$ cat config.mk
export PLATFORM = sky130hd
export DESIGN_NAME = sr_pulse_sequencer
export DESIGN_NICKNAME = d
export VERILOG_FILES = /design/src/rtl/sr_pulse_sequencer.sv
export SDC_FILE = /design/constraint.sdc
export NUM_CORES = 1
export LEC_CHECK = 0
export CORE_MARGIN = 1
export CORE_UTILIZATION = 45
export DETAILED_ROUTE_END_ITERATION = 6
export MAX_ROUTING_LAYER = met4
export PLACE_DENSITY = 0.69
export SLEW_MARGIN = 20
export SYNTH_ARGS = -nofsm -noshare
export SYNTH_HDL_FRONTEND = slang
export SYNTH_SLANG_ARGS = --single-unit
$ cat constraint.sdc
create_clock -name clk -period 1.93 [get_ports clk]
set_clock_uncertainty 0.2 [all_clocks]
set_input_delay 0.386 -clock clk [delete_from_list [all_inputs] [get_ports clk]]
set_output_delay 0.386 -clock clk [all_outputs]
set_load 0.05 [all_outputs]
$ cat src/rtl/sr_pulse_sequencer.sv
// sr_pulse_sequencer: command front-end for a NAND-based SR flip-flop stage.
// Turns set/reset commands into timed, mutually exclusive S/R pulses and
// checks the Q/Q_BAR feedback after each pulse.
//
// Ports:
//   clk, rst_n         rising-edge clock, asynchronous active-low reset
//   cmd_valid/ready    command handshake (cmd_ready registered)
//   cmd_op[1:0]        00 nop, 01 set, 10 reset, 11 toggle/illegal
//   S, R               registered drives to the flip-flop, never both high
//   q_fb, q_bar_fb     flip-flop feedback
//   done, err          one-cycle completion / failure pulses (coincident)
//   err_cnt[CNT_W-1:0] saturating count of err pulses
//
// Optional feature: define SR_SEQ_TOGGLE_EN to make op 11 a toggle that
// runs as a set when q_fb=0, a reset when q_fb=1, and is rejected as
// illegal when q_fb==q_bar_fb at accept. Undefined: op 11 is illegal.

module sr_pulse_sequencer #(
    parameter int PULSE_CYCLES = 4,
    parameter int GAP_CYCLES   = 2,
    parameter int CNT_W        = 8
) (
    input  logic             clk,
    input  logic             rst_n,
    input  logic             cmd_valid,
    output logic             cmd_ready,
    input  logic [1:0]       cmd_op,
    output logic             S,
    output logic             R,
    input  logic             q_fb,
    input  logic             q_bar_fb,
    output logic             done,
    output logic             err,
    output logic [CNT_W-1:0] err_cnt
);

    typedef enum logic [1:0] {
        IDLE,
        DRIVE,
        CHECK,
        GAP
    } state_t;

    // Resolved meaning of a command once it has been accepted.
    typedef enum logic [1:0] {
        K_NOP,
        K_SET,
        K_RST,
        K_ILL
    } kind_t;

    localparam int PW = (PULSE_CYCLES > 1) ? $clog2(PULSE_CYCLES) + 1 : 1;
    localparam int GW = (GAP_CYCLES > 1) ? $clog2(GAP_CYCLES) + 1 : 1;

    localparam logic [PW-1:0] PULSE_LAST = PW'(PULSE_CYCLES - 1);
    localparam logic [GW-1:0] GAP_LAST   =
        GW'((GAP_CYCLES > 0) ? GAP_CYCLES - 1 : 0);

    state_t          state;
    kind_t           kind;
    kind_t           acc_kind;
    logic [PW-1:0]   pulse_cnt;
    logic [GW-1:0]   gap_cnt;
    logic            chk_fail;
    logic            accept;

    assign accept = cmd_valid & cmd_ready;

    // Decode of the incoming op; only consulted on the accept edge.
    always_comb begin
        acc_kind = K_ILL;
        case (cmd_op)
            2'b00:   acc_kind = K_NOP;
            2'b01:   acc_kind = K_SET;
            2'b10:   acc_kind = K_RST;
            default: begin
`ifdef SR_SEQ_TOGGLE_EN
                // Toggle needs a trustworthy current state to invert.
                if (q_fb == q_bar_fb)
                    acc_kind = K_ILL;
                else if (q_fb)
                    acc_kind = K_RST;
                else
                    acc_kind = K_SET;
`else
                acc_kind = K_ILL;
`endif
            end
        endcase
    end

    // Feedback check; q_fb==q_bar_fb fails both polarities by construction.
    always_comb begin
        chk_fail = 1'b0;
        case (kind)
            K_SET:   chk_fail = !(q_fb && !q_bar_fb);
            K_RST:   chk_fail = !(!q_fb && q_bar_fb);
            K_ILL:   chk_fail = 1'b1;
            default: chk_fail = 1'b0;
        endcase
    end

    always_ff @(posedge clk or negedge rst_n) begin
        if (!rst_n) begin
            state     <= IDLE;
            kind      <= K_NOP;
            pulse_cnt <= '0;
            gap_cnt   <= '0;
            cmd_ready <= 1'b0;
            S         <= 1'b0;
            R         <= 1'b0;
            done      <= 1'b0;
            err       <= 1'b0;
            err_cnt   <= '0;
        end else begin
            done <= 1'b0;
            err  <= 1'b0;
            case (state)
                IDLE: begin
                    if (accept) begin
                        cmd_ready <= 1'b0;
                        kind      <= acc_kind;
                        pulse_cnt <= PULSE_LAST;
                        if (acc_kind == K_SET) begin
                            S     <= 1'b1;
                            R     <= 1'b0;
                            state <= DRIVE;
                        end else if (acc_kind == K_RST) begin
                            S     <= 1'b0;
                            R     <= 1'b1;
                            state <= DRIVE;
                        end else begin
                            // nop and illegal ops report on the next edge.
                            S     <= 1'b0;
                            R     <= 1'b0;
                            state <= CHECK;
                        end
                    end else begin
                        // Also raises ready on the first edge after reset.
                        cmd_ready <= 1'b1;
                    end
                end

                DRIVE: begin
                    if (pulse_cnt == '0) begin
                        S     <= 1'b0;
                        R     <= 1'b0;
                        state <= CHECK;
                    end else begin
                        pulse_cnt <= pulse_cnt - 1'b1;
                    end
                end

                CHECK: begin
                    done <= 1'b1;
                    err  <= chk_fail;
                    if (chk_fail && (err_cnt != '1))
                        err_cnt <= err_cnt + 1'b1;
                    if (GAP_CYCLES == 0) begin
                        cmd_ready <= 1'b1;
                        state     <= IDLE;
                    end else begin
                        gap_cnt <= GAP_LAST;
                        state   <= GAP;
                    end
                end

                GAP: begin
                    if (gap_cnt == '0) begin
                        cmd_ready <= 1'b1;
                        state     <= IDLE;
                    end else begin
                        gap_cnt <= gap_cnt - 1'b1;
                    end
                end

                default: begin
                    S     <= 1'b0;
                    R     <= 1'b0;
                    state <= IDLE;
                end
            endcase
        end
    end

endmodule

==> impl_metrics.env <==
export IMPL_worstSetupStartpointType="register"
export IMPL_post_drt_via_cell_ratio=5.202
export IMPL_rows=18
export IMPL_grt_use_total_pct=19.42
export IMPL_die_h_um=55.07
export IMPL_final_seq_area_um2=553.0
export IMPL_synth_mux_area_share_pct=7.897
export IMPL_r2r_slack_ns=0.05
export IMPL_htree_levels=1
export IMPL_synthesis_nets=146
export IMPL_min_path_type="input pin to async pin"
export IMPL_synthCells=126
export IMPL_multi_input_area_um2=668.1
export IMPL_min_period_ns=1.876
export IMPL_antenna_cells=0
export IMPL_required_ns=1.92
export IMPL_final_util_pct=62.82
export IMPL_grt_pass1_wl_um=4036
export IMPL_clock_root_buffer="clkbuf_4"
export IMPL_cts_tree="built"
export IMPL_yosysSeqAreaShare_pct=43.44
export IMPL_tightest_slew_ns=0.3994
export IMPL_yosys_register_bits=22
export IMPL_wl_per_cell_um=13.93
export IMPL_yosys_warnings=0
export IMPL_cts_sinks=22
export IMPL_vias=978
export IMPL_die_x_um=55.07
export IMPL_dp_hpwl_um=1960
export IMPL_syn_avg_cell_area_um2=10.06
export IMPL_irDropWorstVdd_v=0.001182
export IMPL_drt_pass1_iterations=4
export IMPL_crit_fanout=7
export IMPL_final_common_cell="buf_4"
export IMPL_wirelength_um=2618
export IMPL_hold_viol=0
export IMPL_arrival_ns=1.87
export IMPL_cts_path_max_buffers=2
export IMPL_pre_cts_ws_ns=-0.1374
export IMPL_synth_xor_area_share_pct=1.382
export IMPL_fmax_mhz=533.0
export IMPL_drtIter0Drc=16
export IMPL_tns_ns=0
export IMPL_relSlewSlack_pct=73.38
export IMPL_dp_cells=184
export IMPL_antenna_found_initial=0
export IMPL_layout_nets=179
export IMPL_maxCapViolations=0
export IMPL_cts_buffers_inserted=3
export IMPL_overflow=0
export IMPL_first_global_vias=946
export IMPL_fin_cells=188
export IMPL_fin_crit_sh_pct=97.21
export IMPL_nFillCells=235
export IMPL_final_max_slew_viol_count=0
export IMPL_die_area_um2=3033
export IMPL_place_gp_congestion=0.7731
export IMPL_r2r_end="err_cnt[6]$_DFFE_PN0P_"
export IMPL_timing_final_ws_setup_ns=0.05390
export IMPL_setup_viol=0
export IMPL_io_buffers=19
export IMPL_drive_above_1_share_pct=25.32
export IMPL_synth_top_family_by_area="compound AO/OA/AOI/OAI gates"
export IMPL_synth_cell_types=32
export IMPL_final_cell_mix="21 x buf_4, 20 x dfrtp_1, 16 x inv_1"
export IMPL_leakagePower_nw=0.7776
export IMPL_critPathKind="register to register"
export IMPL_initial_core_util_pct=49.37
export IMPL_io_pins=20
export IMPL_synthAdderAreaFrac_pct=12.83
export IMPL_outcome="finished clean"
export IMPL_syn_cell_area_um2=1267
export IMPL_worst_setup_path_end_kind="register"
export IMPL_insertion_delay_ns=0.31
export IMPL_coreArea_um2=2567
export IMPL_grt_max_degree=23
export IMPL_cts_setup_buffers=0
export IMPL_reg2regPathDepth=5
export IMPL_grt_setup_unrepaired="true"
export IMPL_areaGrowthSynthToFinish_pct=27.25
export IMPL_powerDensity_nw_per_um2=1658
export IMPL_path_clk_slew_ns=0.13
export IMPL_drtAntennaViolNets=0
export IMPL_drc_errors=0
export IMPL_synth_compound_area_share_pct=15.70
export IMPL_yosys_area_share_simple_pct=13.43
export IMPL_r2r_start="state[0]$_DFFE_PN0P_"
state kept, by name (all words and copies together), names as in the netlist:
signal and count:
R 1, S 1, cmd_ready 1, done 1, err 1, err_cnt 8
gap_cnt 2, kind 2, pulse_cnt 3, state 2
through the flow:
| step | instance area (µm²) | total power [mW] | hold WS (ns) |
|---|---|---|---|
| floorplan | 1270 | 1.841 | -0.1096 |
| global placement | 1558 | 2.332 | 0.2974 |
| detailed placement | 1558 | 2.394 | 0.3038 |
| CTS | 1598 | 2.671 | 0.2118 |
| global route | 1613 | 2.870 | 0.2681 |
| finish | 1613 | 2.674 | 0.2085 |
cells in the mapped netlist:
| cell type | instances | area, µm² |
|---|---|---|
| dfrtp_1 | 22 | 550.5 |
| inv_1 | 16 | 60.06 |
| ha_1 | 13 | 162.7 |
| nand2_1 | 10 | 37.54 |
| o21ai_0 | 10 | 50.05 |
| nor2_1 | 7 | 26.28 |
| nand3_1 | 5 | 25.02 |
| mux2i_1 | 4 | 40.04 |
| a21oi_1 | 3 | 15.01 |
| a31oi_1 | 3 | 18.77 |
| mux2_1 | 3 | 33.78 |
| nor3_1 | 3 | 15.01 |
| nor4_1 | 3 | 18.77 |
| a22o_1 | 2 | 17.52 |
| a22oi_1 | 2 | 15.01 |
| nand2b_1 | 2 | 12.51 |
| nor2b_1 | 2 | 12.51 |
| xor2_1 | 2 | 17.52 |
| a21bo_2 | 1 | 10.01 |
| a21boi_1 | 1 | 7.510 |
| a21o_1 | 1 | 7.510 |
| a21oi_2 | 1 | 8.760 |
| a2bb2oi_1 | 1 | 8.760 |
| and3_1 | 1 | 6.260 |
| buf_4 | 1 | 7.510 |
| mux2_2 | 1 | 11.26 |
| mux2_4 | 1 | 15.01 |
| nand4_1 | 1 | 6.260 |
| nor3_2 | 1 | 10.01 |
| o2bb2ai_1 | 1 | 8.760 |
| o31a_2 | 1 | 10.01 |
| o31ai_4 | 1 | 21.27 |
where the power goes:
part | total [mW] | switching, mW | leakage, nW | internal (mW)
clock | 0.255 | 0.140 | 0.0210 | 0.115
combinational | 1.59 | 0.921 | 0.486 | 0.673
sequential | 0.825 | 0.179 | 0.270 | 0.646
total | 2.67 | 1.24 | 0.778 | 1.43
area by class of cell:
cell class | instances | area share (%)
flip-flops and latches | 22 | 34.29
repair buffers | 29 | 15.98
clock buffers | 4 | 2.250
well taps | 30 | 2.327
multi-input cells | 87 | 41.43
inverters | 16 | 3.724
kinds of logic (layout without fill, tap and decap cells):
logic type | count (synthesis) | in the layout
AOI/OAI and AO/OA | 28 | 28
xor gates and xnor gates | 2 | 2
adders and majority gates | 13 | 13
buffers and inverters | 17 | 49
DFF | 22 | 22
muxes | 9 | 9
and+or+nand+nor | 35 | 35
critical path: stages (launching register included):
cell and delay, ns:
dfrtp_1 0.42, inv_1 0.11, ha_1 0.23, o31ai_4 0.14, nor4_2 0.31, mux2_1 0.35
routing by layer:
| metal | global-route usage (%) | wire length (µm) | part of all wire (%) |
|---|---|---|---|
| met1 | 21.86 | 1173 | 45 |
| met2 | 35.34 | 1352 | 52 |
| met3 | 2.459 | 75 | 2.9 |
| met4 | 6.250 | 15 | 0.57 |
| met5 | - | 0 | 0 |
worst max-delay path by stage:
stage / start / endpoint / slack [ns] / depth (start not counted)
detailed placement: cmd_valid / state[0]$_DFFE_PN0P_ / -0.14 / 5
floorplan: err_cnt[0]$_DFFE_PN0P_ / err_cnt[1]$_DFFE_PN0P_ / 0.05 / 5
finish: state[0]$_DFFE_PN0P_ / err_cnt[6]$_DFFE_PN0P_ / 0.05 / 5
global placement: q_fb / err_cnt[7]$_DFFE_PN0P_ / -0.1 / 5
global route: state[0]$_DFFE_PN0P_ / err_cnt[3]$_DFFE_PN0P_ / -0.009 / 6
CTS: state[1]$_DFFE_PN0P_ / S$_DFFE_PN0P_ / 0.02 / 7
repair_timing:
item,CTS,global route
setup endpoints to repair,2,6
hold buffers,0,0
resized for setup,1,4
No activity file was read; power rests on OpenSTA's default activity.
